==> src/rtl/mux_n_1_scan.sv <==
// mux_n_1_scan: N-input, WIDTH-bit registered multiplexer.
// Manual mode follows the (clamped) select input every cycle.
// Scan mode walks the channels round-robin and shows each one for dwell+1 cycles.
// Outputs y, ch, y_valid and wrap come straight from flops.
module mux_n_1_scan #(
  parameter int WIDTH = 32,
  parameter int N     = 4,
  parameter int SELW  = 2,
  parameter int DWW   = 8
) (
  input  logic                 clk,
  input  logic                 rst_n,
  input  logic [N*WIDTH-1:0]   in_flat,
  input  logic [SELW-1:0]      sel,
  input  logic                 mode,
  input  logic                 hold,
  input  logic [DWW-1:0]       dwell,
  output logic [WIDTH-1:0]     y,
  output logic [SELW-1:0]      ch,
  output logic                 y_valid,
  output logic                 wrap
);

  typedef enum logic [1:0] {
    ST_IDLE   = 2'd0,
    ST_MANUAL = 2'd1,
    ST_SCAN   = 2'd2
  } state_t;

  // Number of slots addressable by a SELW-bit index.
  localparam int              NCH     = 2 ** SELW;
  localparam logic [SELW-1:0] LAST_CH = SELW'(N - 1);

  // Effective channel for a raw select value: anything at or past N maps to N-1.
  function automatic logic [SELW-1:0] clamp_ch(input logic [SELW-1:0] s);
    logic [SELW-1:0] r;
    if (int'(s) >= N) begin
      r = LAST_CH;
    end else begin
      r = s;
    end
    return r;
  endfunction

  // Unpacked view of the inputs. Slots beyond N-1 mirror channel N-1, so
  // every index value reads a defined source.
  logic [WIDTH-1:0] in_arr_s [NCH];

  for (genvar k = 0; k < NCH; k++) begin : g_unpack
    localparam int SRC = (k < N) ? k : N - 1;
    assign in_arr_s[k] = in_flat[SRC*WIDTH +: WIDTH];
  end

  state_t           state_r,   state_nxt_s;
  logic [WIDTH-1:0] y_r,       y_nxt_s;
  logic [SELW-1:0]  ch_r,      ch_nxt_s;
  logic [DWW-1:0]   cnt_r,     cnt_nxt_s;
  logic             valid_r,   valid_nxt_s;
  logic             wrap_r,    wrap_nxt_s;
  logic [SELW-1:0]  sel_cl_s;

  assign sel_cl_s = clamp_ch(sel);

  // Next-state and next-output logic; defaults hold everything and keep wrap low.
  always_comb begin
    state_nxt_s = state_r;
    y_nxt_s     = y_r;
    ch_nxt_s    = ch_r;
    cnt_nxt_s   = cnt_r;
    valid_nxt_s = valid_r;
    wrap_nxt_s  = 1'b0;
    case (state_r)
      ST_IDLE: begin
        // First edge after reset: start from the clamped select in either mode.
        ch_nxt_s    = sel_cl_s;
        y_nxt_s     = in_arr_s[sel_cl_s];
        cnt_nxt_s   = {DWW{1'b0}};
        valid_nxt_s = 1'b1;
        if (mode) begin
          state_nxt_s = ST_SCAN;
        end else begin
          state_nxt_s = ST_MANUAL;
        end
      end
      ST_MANUAL: begin
        if (hold) begin
          state_nxt_s = state_r;
        end else begin
          // Scan entry also starts at clamp(sel) with a cleared dwell count.
          ch_nxt_s  = sel_cl_s;
          y_nxt_s   = in_arr_s[sel_cl_s];
          cnt_nxt_s = {DWW{1'b0}};
          if (mode) begin
            state_nxt_s = ST_SCAN;
          end else begin
            state_nxt_s = ST_MANUAL;
          end
        end
      end
      ST_SCAN: begin
        if (hold) begin
          state_nxt_s = state_r;
        end else begin
          // y always follows the channel in force before this edge.
          y_nxt_s = in_arr_s[ch_r];
          if (!mode) begin
            // Leaving scan: ch stays put for this edge, so it still matches y.
            state_nxt_s = ST_MANUAL;
            cnt_nxt_s   = {DWW{1'b0}};
          end else if (cnt_r >= dwell) begin
            // >= so that lowering dwell below cnt advances immediately.
            cnt_nxt_s = {DWW{1'b0}};
            if (ch_r == LAST_CH) begin
              ch_nxt_s   = {SELW{1'b0}};
              wrap_nxt_s = 1'b1;
            end else begin
              ch_nxt_s = ch_r + SELW'(1);
            end
          end else begin
            cnt_nxt_s = cnt_r + DWW'(1);
          end
        end
      end
      default: begin
        state_nxt_s = ST_IDLE;
        y_nxt_s     = {WIDTH{1'b0}};
        ch_nxt_s    = {SELW{1'b0}};
        cnt_nxt_s   = {DWW{1'b0}};
        valid_nxt_s = 1'b0;
      end
    endcase
  end

  // State and output registers; reset clears them without waiting for a clock.
  always_ff @(posedge clk or negedge rst_n) begin
    if (!rst_n) begin
      state_r <= ST_IDLE;
      y_r     <= {WIDTH{1'b0}};
      ch_r    <= {SELW{1'b0}};
      cnt_r   <= {DWW{1'b0}};
      valid_r <= 1'b0;
      wrap_r  <= 1'b0;
    end else begin
      state_r <= state_nxt_s;
      y_r     <= y_nxt_s;
      ch_r    <= ch_nxt_s;
      cnt_r   <= cnt_nxt_s;
      valid_r <= valid_nxt_s;
      wrap_r  <= wrap_nxt_s;
    end
  end

  assign y       = y_r;
  assign ch      = ch_r;
  assign y_valid = valid_r;
  assign wrap    = wrap_r;

endmodule

==> config.mk <==
export PLATFORM = sky130hd
export DESIGN_NAME = mux_n_1_scan
export DESIGN_NICKNAME = d
export VERILOG_FILES = /design/src/rtl/mux_n_1_scan.sv
export SDC_FILE = /design/constraint.sdc
export NUM_CORES = 1
export LEC_CHECK = 0
export BUFFER_PORTS_ARGS = -buffer_cell sky130_fd_sc_hd__buf_2
export CAP_MARGIN = 25
export CORE_ASPECT_RATIO = 1.5
export CORE_UTILIZATION = 48
export DETAILED_ROUTE_END_ITERATION = 12
export PLACE_DENSITY = 0.81
export SLEW_MARGIN = 30
export SYNTH_ARGS = -nofsm -noshare
export SYNTH_HDL_FRONTEND = slang
export SYNTH_SLANG_ARGS = --single-unit
==> constraint.sdc <==
create_clock -name clk -period 2.3 [get_ports clk]
set_input_delay 0.115 -clock clk [delete_from_list [all_inputs] [get_ports clk]]
set_output_delay 0.115 -clock clk [all_outputs]
set_load 0.03 [all_outputs]
==> results of run 1 <==
logic make-up (layout without fill, tap and decap cells):
| family | Yosys count | in the layout | synth area share, % |
|---|---|---|---|
| compound gates | 98 | 98 | 16.83 |
| fa+ha+maj | 14 | 14 | 4.414 |
| xor+xnor | 2 | 2 | 0.4414 |
| other cells | 0 | 1 | 0 |
| buf+inv | 43 | 209 | 5.360 |
| flops | 46 | 46 | 29.00 |
| simple gates | 63 | 63 | 7.062 |
| mux | 66 | 66 | 36.89 |
layout by cell type (no fill, tap or decap), drive strengths merged, types with 6 or more instances in the layout:
cell type  synthesis  final
o21ai             38     38
buf               19    189
dfrtp             46     46
nor2               6      6
nand2             42     42
a22oi             36     36
inv               11     11
mux4              64     64
ha                14     14
flip-flops by register name, summed over array words and instances, names as in the netlist:
| signal | count |
|---|---|
| wrap | 1 |
| state_r | 2 |
| y_valid | 1 |
| y | 32 |
| ch | 2 |
| cnt_r | 8 |
power breakdown:
group / leakage, nW / total (mW) / switching [mW] / internal, mW
Combinational: 1.69 / 3.12 / 1.85 / 1.27
Sequential: 0.592 / 1.28 / 0.164 / 1.11
Clock: 0.0836 / 0.805 / 0.297 / 0.508
Total: 2.36 / 5.21 / 2.31 / 2.90
timing repair:
item                                    CTS  global route
resized for setup                         0             1
hold buffers                              1             0
endpoints found under the setup margin    0             3
setup buffers                             0             0
hold endpoints to repair                 46             0
how the worst min path moves through the flow:
stage                     start          to  cells after the start
final                      mode  state_r[0]                      2
after global routing       mode  state_r[0]                      2
after global placement    rst_n       y[28]                      2
after detailed placement  rst_n       y[28]                      2
after CTS                  mode  state_r[0]                      2
after floorplan           rst_n       ch[0]                      0
through the flow:
stage	worst slack, ns	util, %	cells	hold slack, ns
CTS	0.09968	63.61	603	0.08067
detailed placement	0.1139	61.42	594	0.2388
finish	0.1333	63.75	604	0.07768
global route	0.01713	63.72	603	0.08192
floorplan	0.4325	-	332	-0.1806
global placement	0.1661	61.42	594	0.2365
final cells by class:
class / count / area [sq um]
fillers: 661 / 2903
multi-input cells: 243 / 2614
repair buffers: 190 / 998.5
inverters: 11 / 41.29
clock buffers: 5 / 125.1
flip-flops and latches: 46 / 1152
diodes: 1 / 2.502
clock inverters: 3 / 40.04
well taps: 105 / 131.4
worst max-delay path: cells and delay by family (launching register included):
kind                       cells  cell delay (ns)
and+or+nand+nor                2             0.57
AOI/OAI and AO/OA              2             0.56
DFF                            1             0.38
adders and majority gates      1             0.27
muxes                          1             0.24
buffers and inverters          1             0.08
layer usage:
| layer | GRT usage [%] | vias up |
|---|---|---|
| li1 | - | 1661 |
| met1 | 29.76 | 1766 |
| met2 | 46.25 | 183 |
| met3 | 5.081 | 25 |
| met4 | 8.462 | 2 |
| met5 | 0 | - |
synthesized netlist by cell type:
master     instances
nor2b_1            2
o21a_1             2
a22o_2             1
or2_2              1
a21oi_1            5
mux4_2            64
nand2b_4           1
nand4_1            1
a2111oi_4          1
buf_1              3
nor3_2             1
o31a_2             2
nor3_1             2
dfrtp_1           46
a41o_1             1
a211oi_1           1
nand3_1            2
xor2_1             2
clkbuf_1          13
buf_4              5
a22o_1             4
buf_6              3
o31ai_1            4
mux2_2             2
nand2_1           42
o21ai_0           37
a21o_1             2
nand2b_1           1
nor2_1             6
a22oi_1           36
inv_1             11
and3_1             3
buf_2              8
o21ai_1            1
ha_1              14
or3_1              1
o31ai_2            1
==> results.ini, run 1 <==
[critical_path]
crit_fanout = 11
cp_cell_sequence = inv_1, ha_1, nand2b_4, a2111oi_4, o31ai_4, nor3_2, mux2_2
crit_end = cnt_r[0]
slowest_delay_ns = 0.42
cp_slowest_cell = nor3_2
critPathKind = reg -> reg
reg2reg_from = cnt_r[0]
cp.required_ns = 2.53
crit_start = cnt_r[0]
end_kind = flip-flop
worstSetupStartpointType = flip-flop
cp_data_arrival_time_ns = 2.39
reg2reg_depth = 7
r2r-end = cnt_r[0]
ff2ff_setup_slack_ns = 0.13

[global_routing]
grt_pass1_wl_mm = 17.31
grt_max_degree = 47
gr-total-overflow = 0
grt_usage_pct = 25.39
grt_pass1_vias = 3671
grt_antenna_before_repair = 2

[drt]
drt-pass1-iter-count = 4
met2RoutedLength_mm = 5.974
route.detailed.drc = 0
vias = 3637
vias_per_cell = 6.022
ant_nets = 0
top_layer = met5
wl_met1_mm = 3.682
wl_per_cell_microns = 17.67
routed_wl_mm = 10.67
dr_wl_met3_microns = 738
drtIter0Drc = 235

[timing]
setup_tns_ns = 0
fmax_mhz = 461.5
clock_skew_ns = 0.004364
final_max_slew_viol_count = 0
rsz0062_at_grt = false
worstMarginPinSlew_ns = 0.8090
finalCriticalPeriod_ns = 2.167
maxSlewHeadroom_pct = 46.07
period_share_pct = 94.20
setup_viol = 0
hold_viol_final = 0

[placed_design]
portBuffers = 177
gp_congestion = 0.8480
dp_hpwl_mm = 8.376
dpl_cell_area_sq_mm = 0.004918

[floorplan]
design.core.area_sq_mm = 0.008008
die_w_microns = 76.25
row_count = 40
initial_core_util_pct = 49.56
pin_count = 178
die_h_microns = 113.4
die_area_sq_mm = 0.008644

[synthesis]
synth.distinct_cells = 37
ys_ff_latch = 46
synth_area_leaders = mux4_2, dfrtp_1, a22oi_1, o21ai_0, ha_1
syn_inst = 332
synth_warnings = 0
synth_top_area_share_pct = 36.32
ys_seq_area_share_pct = 29.00
netlist_area_sq_mm = 0.003969
avgSynthCellArea_sq_um = 11.95
synth.largest_area_cell = mux4_2
syn-num-nets = 488

[clock_tree]
clock_latency_ns = 0.29
htree_levels = 2
clk_pin_slew_ns = 0.06
clockBufferDepth = 2
cts.sinks = 46
cts-root-buf = clkbuf_16
cts_tree = built
numCtsBuffers = 5

[run]
cap_violations = 0

[layout]
layout-drive-gt1-share_pct = 54.62
nNetsFinal = 653
fin_area_sq_mm = 0.005105
area_growth_pct = 28.63

[pwr]
power_density_mw_per_mm2 = 1020
power.total_mw = 5.206
p_leak_nw = 2.362
vdd_drop_max_uv = 552.3

[run_status]
status = complete, no violations

[hold_path]
hp-class = in -> reg

(Power assumes the default switching activity.)
==> inputs of run 2 (changes only) <==
ABC_AREA = 1   (was default)
CORE_UTILIZATION = 51   (was 48)
MAX_ROUTING_LAYER = met4   (was default)
PLACE_DENSITY = 0.83   (was 0.81)
==> run 2 against run 1 <==
  * Flip-flop and latch count did not move
  * Die area increased by 10%
  * Design area increased by 12%
==> results.ini, run 2 <==
[critical_path]
cp_cell_sequence = inv_1, ha_1, or2_1, buf_4, and2_0, o21ai_0, nand2_1
end_kind = flip-flop
worstSetupStartpointType = flip-flop
ff2ff_setup_slack_ns = 0.39
slowest_delay_ns = 0.43
crit_fanout = 19
cp_slowest_cell = or2_1
cp.required_ns = 2.47
cp_data_arrival_time_ns = 2.09
critPathKind = reg -> reg
crit_family = simple AND/OR/NAND/NOR gates
path_buf_inv = 2

[synthesis]
synth_top_area_share_pct = 24.77
synth.distinct_cells = 29
synth.largest_area_cell = dfrtp_1
netlist_area_sq_mm = 0.004647
yosysMostFrequentCell = nand2_1
ys_seq_area_share_pct = 24.77
avgSynthCellArea_sq_um = 6.254
synth_warnings = 0
syn_inst = 743
synth_area_leaders = dfrtp_1, nand2_1, a21oi_1, o211ai_1, o21ai_0
synthArstFlopShare_pct = 100.0
ys_ff_latch = 46
synth_commonest_cells = nand2_1, a21oi_1, inv_1, o21ai_0, o211ai_1
synth_edf_count = 0
syn-num-nets = 899
synth-main-ff-cell = dfrtp_1

[layout]
instances_no_fill = 996
nNetsFinal = 1042
area_growth_pct = 23.21
regArea_sq_mm = 0.001156
final_core_util_pct = 64.85
fin_area_sq_mm = 0.005725
diodes = 0
layout-drive-gt1-share_pct = 23.93
final_common_cell = nand2_1
largest_register_ffs = 32
multi_input_area_sq_mm = 0.002874
final_cell_mix = nand2_1, buf_2, a21oi_1
nFillCells = 849

[floorplan]
row_count = 42
die_w_microns = 79.94
die_area_sq_mm = 0.009505
design.core.area_sq_mm = 0.008828
die_h_microns = 118.9
pin_count = 178
initial_core_util_pct = 52.64

[timing]
final_max_slew_viol_count = 0
hold_ws_ns = 0.1716
setup_viol = 0
worst_slack_ns = 0.3857
worstMarginPinSlew_ns = 0.6819
rsz0062_at_grt = false
period_share_pct = 83.23
finalCriticalPeriod_ns = 1.914
setup_tns_ns = 0
hold_viol_final = 0
fmax_mhz = 522.4
clock_skew_ns = 0.001647
maxSlewHeadroom_pct = 54.54

[placed_design]
place_inst = 988
place_ws_ns = 0.3870
portBuffers = 177
gp_congestion = 0.9070
dp_hpwl_mm = 9.836
dpl_cell_area_sq_mm = 0.005573

[drt]
route.detailed.drc = 0
drtIter0Drc = 454
wl_per_cell_microns = 13.61
vias_per_cell = 5.463
ant_nets = 0
vias = 5441
routed_wl_mm = 13.56
drt-pass1-iter-count = 6

[clock_tree]
htree_levels = 2
clock_latency_ns = 0.29
cts_tree = built
cts.sinks = 46
cts-root-buf = clkbuf_16
clk_pin_slew_ns = 0.06
hold_buffers = 1
clockBufferDepth = 2
cts_setup_buffers = 0
ctsResizeCount = 0
numCtsBuffers = 5

[pwr]
p_leak_nw = 3.080
power_density_mw_per_mm2 = 958.0
vdd_drop_max_uv = 632.0
power.total_mw = 5.485

[global_routing]
grt_pass1_wl_mm = 21.81
grt_pass1_vias = 4867
grt_max_degree = 71
grt_antenna_before_repair = 0
gr-total-overflow = 0
grt_usage_pct = 29.39

[run]
cap_violations = 0

[run_status]
status = complete, no violations

[hold_path]
hp-class = in -> reg

==> run 2: cell count changes in the layout (fill, tap and decap cells not counted), sizes merged, moves of 62 or more <==
cell and change:
inv +80, nand2 +154, o211ai +65, a21oi +97
mux4 -64, o21ai +62
==> run 2: cells by family (layout without fill, tap and decap cells) <==
kind of cell,Yosys count,count (layout),share of synthesized area [%]
xor+xnor,3,3,0.5655
simple gates,260,260,23.53
mux,1,1,0.2423
flops,46,46,24.77
buf+inv,148,291,13.44
compound gates,271,271,33.68
fa+ha+maj,14,14,3.770
==> run 2: cell type report <==
cell class,count,area share (%)
Multi-Input combinational cell,549,50.20
Inverter,91,5.966
Clock buffer,7,2.491
Sequential cell,46,20.19
Timing Repair Buffer,193,18.75
Tap cell,110,2.404
==> run 2: worst paths after layout <==
| path | depth (start not counted) | startpoint | to |
|---|---|---|---|
| setup / recovery | 7 | state_r[0] | y[6] |
| hold / removal | 3 | mode | state_r[1] |
| setup reg to reg | 7 | state_r[0] | y[6] |
| hold reg to reg | 2 | y[30] | y[30] |
| max in group asynchronous | 3 | rst_n | y[18] |
| min in group asynchronous | 2 | rst_n | y[28] |
==> run 2: per-layer routing <==
layer | GRT usage, % | vias to the layer above | routed length [microns]
met5 | - | - | 0
met4 | 11.94 | 0 | 476
met3 | 4.751 | 41 | 685
met2 | 47.97 | 198 | 6699
met1 | 35.67 | 2450 | 5693
li1 | - | 2752 | -
==> run 2: where the power goes <==
| group | internal, mW | total, mW | leakage (nW) | switching (mW) |
|---|---|---|---|---|
| logic | 1.19 | 3.29 | 2.42 | 2.10 |
| registers | 1.11 | 1.46 | 0.593 | 0.350 |
| clock network | 0.427 | 0.732 | 0.0700 | 0.304 |
| total | 2.73 | 5.49 | 3.08 | 2.76 |
==> run 2: worst register-to-register path: stages, from the launching register on <==
cell and delay, ns:
dfrtp_1 0.38, inv_1 0.09, ha_1 0.21, or2_1 0.43, buf_4 0.30, and2_0 0.16, o21ai_0 0.15, nand2_1 0.08
